File: src/rtl/cmos_sccb_ae_writer.sv
// rtl/cmos_sccb_ae_writer.sv - SCCB writer pushing AE exposure/gain into four sensor registers
module cmos_sccb_ae_writer #(
  parameter int         CLK_DIV    = 64,
  parameter logic [7:0] SLAVE_ID   = 8'h42,
  parameter logic [7:0] REG_EXP_H  = 8'h08,
  parameter logic [7:0] REG_EXP_L  = 8'h10,
  parameter logic [7:0] REG_GAIN_H = 8'h03,
  parameter logic [7:0] REG_GAIN_L = 8'h00
) (
  input  logic       pclk,
  input  logic       rst_n,
  input  logic       change_start,
  output logic       change_done,
  input  logic [9:0] exposure,
  input  logic [9:0] gain,
  output logic       sccb_scl,
  output logic       sccb_sda_oe,
  input  logic       sccb_sda_in,
  output logic       busy,
  output logic       nack
);

  localparam logic [9:0] DIV_LAST = 10'(CLK_DIV - 1);

  typedef enum logic [2:0] {IDLE, START, BYTE, XBIT, STOP, GAP} state_t;

  state_t     state, state_nxt;
  logic [1:0] quarter, quarter_nxt;
  logic [2:0] bit_idx, bit_nxt;
  logic [1:0] byte_idx, byte_nxt;
  logic [1:0] txn_idx, txn_nxt;
  logic [9:0] div_cnt, div_nxt;
  logic       qtick, qtick_nxt;
  logic       start_d, start_d_nxt;
  logic [9:0] exp_q, exp_nxt;
  logic [9:0] gain_q, gain_nxt;
  logic       busy_nxt, nack_nxt, done_nxt;
  logic       scl_nxt, sda_oe_nxt;
  logic       accept;
  logic [7:0] cur_byte;
  logic [1:0] level;

  // Byte 0 is the slave ID, byte 1 the sub-address, byte 2 the data for this transaction
  function automatic logic [7:0] byte_val(input logic [1:0] txn, input logic [1:0] byt,
                                          input logic [9:0] e, input logic [9:0] g);
    logic [7:0] v;
    v = SLAVE_ID;
    if (byt == 2'd1) begin
      case (txn)
        2'd0:    v = REG_EXP_H;
        2'd1:    v = REG_EXP_L;
        2'd2:    v = REG_GAIN_H;
        default: v = REG_GAIN_L;
      endcase
    end else if (byt == 2'd2) begin
      case (txn)
        2'd0:    v = {6'b0, e[9:8]};
        2'd1:    v = e[7:0];
        2'd2:    v = {6'b0, g[9:8]};
        default: v = g[7:0];
      endcase
    end
    return v;
  endfunction

  // Returns {scl, sda} for one quarter of the current bit
  function automatic logic [1:0] bus_level(input state_t s, input logic [1:0] q, input logic b);
    logic [1:0] lv;
    lv = 2'b11;
    case (s)
      START: lv = (q == 2'd0) ? 2'b11 : (q == 2'd3) ? 2'b00 : 2'b10;
      BYTE:  lv = {(q == 2'd1) || (q == 2'd2), b};
      XBIT:  lv = {(q == 2'd1) || (q == 2'd2), 1'b1};
      STOP:  lv = (q == 2'd0) ? 2'b00 : (q == 2'd1) ? 2'b10 : 2'b11;
      default: lv = 2'b11;
    endcase
    return lv;
  endfunction

  always_comb begin
    state_nxt   = state;
    quarter_nxt = quarter;
    bit_nxt     = bit_idx;
    byte_nxt    = byte_idx;
    txn_nxt     = txn_idx;
    div_nxt     = div_cnt;
    qtick_nxt   = 1'b0;
    start_d_nxt = change_start;
    exp_nxt     = exp_q;
    gain_nxt    = gain_q;
    busy_nxt    = busy;
    nack_nxt    = nack;
    done_nxt    = 1'b0;
    accept      = change_start && !start_d && !busy;

    if (state == IDLE) begin
      div_nxt = '0;
      if (accept) begin
        exp_nxt     = exposure;
        gain_nxt    = gain;
        nack_nxt    = 1'b0;
        busy_nxt    = 1'b1;
        state_nxt   = START;
        quarter_nxt = 2'd0;
        txn_nxt     = 2'd0;
        byte_nxt    = 2'd0;
        bit_nxt     = 3'd7;
      end
    end else begin
      if (div_cnt == DIV_LAST) begin
        div_nxt   = '0;
        qtick_nxt = 1'b1;
      end else begin
        div_nxt = div_cnt + 10'd1;
      end

      if (qtick) begin
        // SCCB ignores the 9th bit; a high sample is only recorded
        if (state == XBIT && quarter == 2'd2 && sccb_sda_in)
          nack_nxt = 1'b1;
        if (quarter != 2'd3) begin
          quarter_nxt = quarter + 2'd1;
        end else begin
          quarter_nxt = 2'd0;
          case (state)
            START: begin
              state_nxt = BYTE;
              bit_nxt   = 3'd7;
            end
            BYTE: begin
              if (bit_idx == 3'd0) state_nxt = XBIT;
              else                 bit_nxt   = bit_idx - 3'd1;
            end
            XBIT: begin
              if (byte_idx == 2'd2) begin
                state_nxt = STOP;
              end else begin
                state_nxt = BYTE;
                byte_nxt  = byte_idx + 2'd1;
                bit_nxt   = 3'd7;
              end
            end
            STOP: state_nxt = GAP;
            GAP: begin
              if (txn_idx == 2'd3) begin
                state_nxt = IDLE;
                busy_nxt  = 1'b0;
                done_nxt  = 1'b1;
                div_nxt   = '0;
                qtick_nxt = 1'b0;
              end else begin
                state_nxt = START;
                txn_nxt   = txn_idx + 2'd1;
                byte_nxt  = 2'd0;
              end
            end
            default: state_nxt = IDLE;
          endcase
        end
      end
    end

    cur_byte   = byte_val(txn_nxt, byte_nxt, exp_nxt, gain_nxt);
    level      = bus_level(state_nxt, quarter_nxt, cur_byte[bit_nxt]);
    scl_nxt    = level[1];
    sda_oe_nxt = ~level[0];
  end

  always_ff @(posedge pclk or negedge rst_n) begin
    if (!rst_n) begin
      state       <= IDLE;
      quarter     <= 2'd0;
      bit_idx     <= 3'd7;
      byte_idx    <= 2'd0;
      txn_idx     <= 2'd0;
      div_cnt     <= '0;
      qtick       <= 1'b0;
      start_d     <= 1'b0;
      exp_q       <= '0;
      gain_q      <= '0;
      busy        <= 1'b0;
      nack        <= 1'b0;
      change_done <= 1'b0;
      sccb_scl    <= 1'b1;
      sccb_sda_oe <= 1'b0;
    end else begin
      state       <= state_nxt;
      quarter     <= quarter_nxt;
      bit_idx     <= bit_nxt;
      byte_idx    <= byte_nxt;
      txn_idx     <= txn_nxt;
      div_cnt     <= div_nxt;
      qtick       <= qtick_nxt;
      start_d     <= start_d_nxt;
      exp_q       <= exp_nxt;
      gain_q      <= gain_nxt;
      busy        <= busy_nxt;
      nack        <= nack_nxt;
      change_done <= done_nxt;
      sccb_scl    <= scl_nxt;
      sccb_sda_oe <= sda_oe_nxt;
    end
  end

endmodule
File: config.mk
export PLATFORM = sky130hd
export DESIGN_NAME = cmos_sccb_ae_writer
export DESIGN_NICKNAME = d
export VERILOG_FILES = /design/src/rtl/cmos_sccb_ae_writer.sv
export SDC_FILE = /design/constraint.sdc
export NUM_CORES = 1
export LEC_CHECK = 0
export ABC_AREA = 1
export BUFFER_PORTS_ARGS = -buffer_cell sky130_fd_sc_hd__buf_2
export CAP_MARGIN = 20
export CORE_MARGIN = 3
export CORE_UTILIZATION = 37
export CTS_CLUSTER_DIAMETER = 150
export DETAILED_ROUTE_END_ITERATION = 7
export SYNTH_ARGS = -nofsm -noshare
export SYNTH_HDL_FRONTEND = slang
export SYNTH_SLANG_ARGS = --single-unit
File: constraint.sdc
create_clock -name pclk -period 2.1 [get_ports pclk]
set_input_delay 0.42 -clock pclk [delete_from_list [all_inputs] [get_ports pclk]]
set_output_delay 0.42 -clock pclk [all_outputs]
set_load 0.02 [all_outputs]
==> summary.md <==
| Metric | Value |
|---|---|
| Status | `complete, no violations` |
| Fin. max-slew vios | `0` |
| Routed Antenna Nets | `0` |
| Total congestion overflow | `0` |
| Vias per cell | `4.72` |
| Synth Instances | `369` |
| Core box area | `7450 sq um` |
| Post-synthesis sequential area ratio | `0.422` |
| Antenna violations before repair | `0` |
| Reported max-cap violation count | `0` |
| Worst rel slew slack | `0.654` |
| CP arrival | `2290 ps` |
| Critical-path maximum fanout | `6` |
| GRT Total Usage | `0.154` |
| Worst min path class | `in2async` |
| Worst path top cell family by delay | `simple AND/OR/NAND/NOR gates` |
| Clock transition at path regs | `90 ps` |
| WP buf/inv | `3` |
| Finished Layout Cells | `530` |
| Final setup fails | `0` |
| Tcrit/Tclk final | `0.991` |
| Critical Path Max Stage Delay | `470 ps` |
| IO Port Bufs | `28` |
| Number of remaining DRC errors | `0` |
| CP required | `2310 ps` |
| Synth Area per Inst | `7.91 sq um` |
| IO Pins | `29` |
| CTS Sinks | `49` |
| Lkg Pwr | `1.91 nW` |
| Layout area overhead | `27.7%` |
| Rows | `31` |
| Cell Area, Synth | `2920 sq um` |
| Starting Density | `0.392` |
| Drt wl/cell | `12.3 um` |
| WS Path Type | `reg2reg` |
| Via count of the first global-routing pass | `2523` |
| Critical path cell sequence | `nor2_4 -> nand2_8 -> nor2_4 -> buf_6 -> clkbuf_16 -> nand2_1 -> nand2_1 -> nand4_1 -> nand3_1 -> nand3_2 -> nand2_1 -> nand3_1 -> nand3_2 -> nand3_2 -> nand2_1 -> inv_1` |
| First-pass GRT wire length | `10900 um` |
| Drt first-iter violations | `87` |
| Post-DP HPWL | `4510 um` |
| Placer congestion estimate | `0.864` |
| Fmax | `0.481 GHz` |
| Clock latency at the later pin of the worst-skew pair | `310 ps` |
| CTS buffer count | `5` |
| Ant diodes | `0` |
| Pwr dens | `480 nW/um^2` |
| Share of post-route cells with drive strength above 1 | `0.323` |
| Final min period | `2080 ps` |
| Final hold slack | `68.1 ps` |
| Critical path endpoint category | `register` |
| Worst slew pin tran | `519 ps` |
| Routed wire length | `6540 um` |
| CP max-delay cell | `dfrtp_2` |
| Largest net degree at the start of global routing | `29` |
| Syn nets | `403` |
| Crit start category | `register` |
| H-tree depth | `2` |
| Drt pass-1 iters | `4` |
| Final-report hold violation count | `0` |
| Clk Tree Root Cell | `clkbuf_8` |
| Cell mode on critical path | `nand2_1` |
| Hold Buf Count CTS | `0` |
| CTS tree | `yes` |
| Die extent in x | `94.8 um` |
| Die ar. | `8990 sq um` |
| RSZ-0062 raised after global routing | `true` |
| Max IR drop VDD | `0.271 mV` |
| # nets final | `464` |
| Inst Count DP | `501` |
| Final Skew | `9.81 ps` |
| Synth cell types | `38` |
| Synth Warn # | `0` |
| Max Buffers Root-to-Sink | `2` |
| Post-synthesis register bit count | `49` |
| Chip Height | `94.8 um` |
| Via count | `2503` |
[power by group]
group,total (W),internal (W),switching [W]
logic,0.0000476,0.0000193,0.0000283
clock network,0.000797,0.000473,0.000324
registers,0.000944,0.000944,0.000000322
[area by class of cell]
type	count	area (sq um)
clock buffers	5	68.8
multi-input cells	267	1580
well taps	99	124
flip-flops and latches	49	1230
clock inverters	3	65.1
inverters	46	185
repair buffers	61	472
fillers	727	3720
[worst reg2reg max path, stage by stage (launching register included)]
cell and delay, ps:
dfrtp_2 470, nor2_4 190, nand2_8 100, nor2_4 140, buf_6 130, clkbuf_16 140
nand2_1 40, nand2_1 90, nand4_1 100, nand3_1 110, nand3_2 60, nand2_1 60
nand3_1 80, nand3_2 70, nand3_2 90, nand2_1 80, inv_1 40
[timing repair]
action                     in CTS  in global routing
pin swaps                       9                 25
cloned                          0                  3
setup buffers                   4                 14
setup endpoints to repair       1                  2
gates resized for setup        15                 32
[routing by layer]
| layer | wire length [um] | GRT usage |
|---|---|---|
| met5 | 0 | 0 |
| met4 | 102 | 0.0565 |
| met3 | 257 | 0.0327 |
| met2 | 3280 | 0.268 |
| met1 | 2900 | 0.186 |
[per-stage QoR]
stage / power (W) / worst slack (ps) / cell area, sq um / utilization / setup TNS, ps
after floorplan: 0.000967 / 165 / 2920 / - / 0
after global placement: 0.00101 / -87.2 / 3250 / 0.436 / -87.2
after detailed placement: 0.00101 / -108 / 3250 / 0.436 / -108
after CTS: 0.00181 / 0.388 / 3460 / 0.465 / 0
after global routing: 0.00186 / -129 / 3720 / 0.500 / -144
final: 0.00179 / 18.8 / 3720 / 0.500 / 0
[sequential cells by signal (all words and copies together) (netlist names), 2 cells and up]
| register | cells |
|---|---|
| div_cnt | 10 |
| txn_idx | 2 |
| quarter | 2 |
| byte_idx | 2 |
| exp_q | 10 |
| bit_idx | 3 |
| state | 3 |
| gain_q | 10 |
[worst paths after layout]
kind / start / end / slack, ps / cells past startpoint
worst max-delay path: state[1] / sccb_sda_oe / 20 / 16
worst min-delay path: rst_n / div_cnt[5] / 70 / 1
worst max register to register: state[1] / sccb_sda_oe / 20 / 16
worst min register to register: div_cnt[0] / div_cnt[0] / 470 / 1
max in group asynchronous: rst_n / bit_idx[0] / 1410 / 2
min in group pclk: change_start / start_d / 220 / 1
[cell usage after synthesis]
| master | count | share of area |
|---|---|---|
| nand2_4 | 4 | 0.015 |
| nor4_1 | 2 | 0.0043 |
| a21oi_4 | 1 | 0.0056 |
| o2111ai_1 | 2 | 0.0060 |
| o21a_1 | 1 | 0.0026 |
| nand3b_1 | 2 | 0.0051 |
| nor3b_1 | 1 | 0.0026 |
| o21ai_0 | 10 | 0.017 |
| nand3_1 | 37 | 0.063 |
| and2_1 | 1 | 0.0021 |
| o21ai_1 | 4 | 0.0069 |
| dfstp_2 | 4 | 0.036 |
| nor2_2 | 3 | 0.0064 |
| xor2_1 | 4 | 0.012 |
| or2_2 | 1 | 0.0021 |
| inv_4 | 1 | 0.0021 |
| buf_2 | 2 | 0.0034 |
| nand4_1 | 5 | 0.011 |
| nand2_8 | 3 | 0.021 |
| and3_1 | 1 | 0.0021 |
| nor2_8 | 1 | 0.0069 |
| buf_6 | 4 | 0.015 |
| a31oi_4 | 1 | 0.0073 |
| a21oi_1 | 5 | 0.0086 |
| nand3_2 | 3 | 0.010 |
| nand2_2 | 4 | 0.0086 |
| nor2_1 | 30 | 0.039 |
| inv_6 | 1 | 0.0030 |
| inv_1 | 39 | 0.050 |
| o211ai_1 | 1 | 0.0026 |
| o211a_1 | 1 | 0.0034 |
| ha_1 | 10 | 0.043 |
| nand2_1 | 117 | 0.15 |
| dfrtp_1 | 45 | 0.39 |
| inv_2 | 5 | 0.0064 |
| nor2_4 | 4 | 0.015 |
| buf_4 | 2 | 0.0051 |
| nor3_1 | 7 | 0.012 |
[placed cells by master, fill, tap and decap left out, types with 6 or more instances in the layout]
master     n
dfrtp_1   42
inv_2      9
nand2_2    9
ha_1       8
o21ai_0    8
nor3_1     6
nand3_2    8
nand2_4    7
nand2_1  110
nand3_1   30
nor2_2     6
buf_4     25
buf_2     28
inv_1     34
nor2_1    26
[cells by family (layout without fill, tap and decap cells)]
| family | after synthesis | count (layout) | share of synthesized area |
|---|---|---|---|
| simple gates | 226 | 227 | 0.377 |
| buf+inv | 54 | 115 | 0.0858 |
| flops | 49 | 49 | 0.422 |
| compound gates | 26 | 26 | 0.0600 |
| fa+ha+maj | 10 | 10 | 0.0429 |
| xor+xnor | 4 | 4 | 0.0120 |
(Power assumes the default switching activity.)
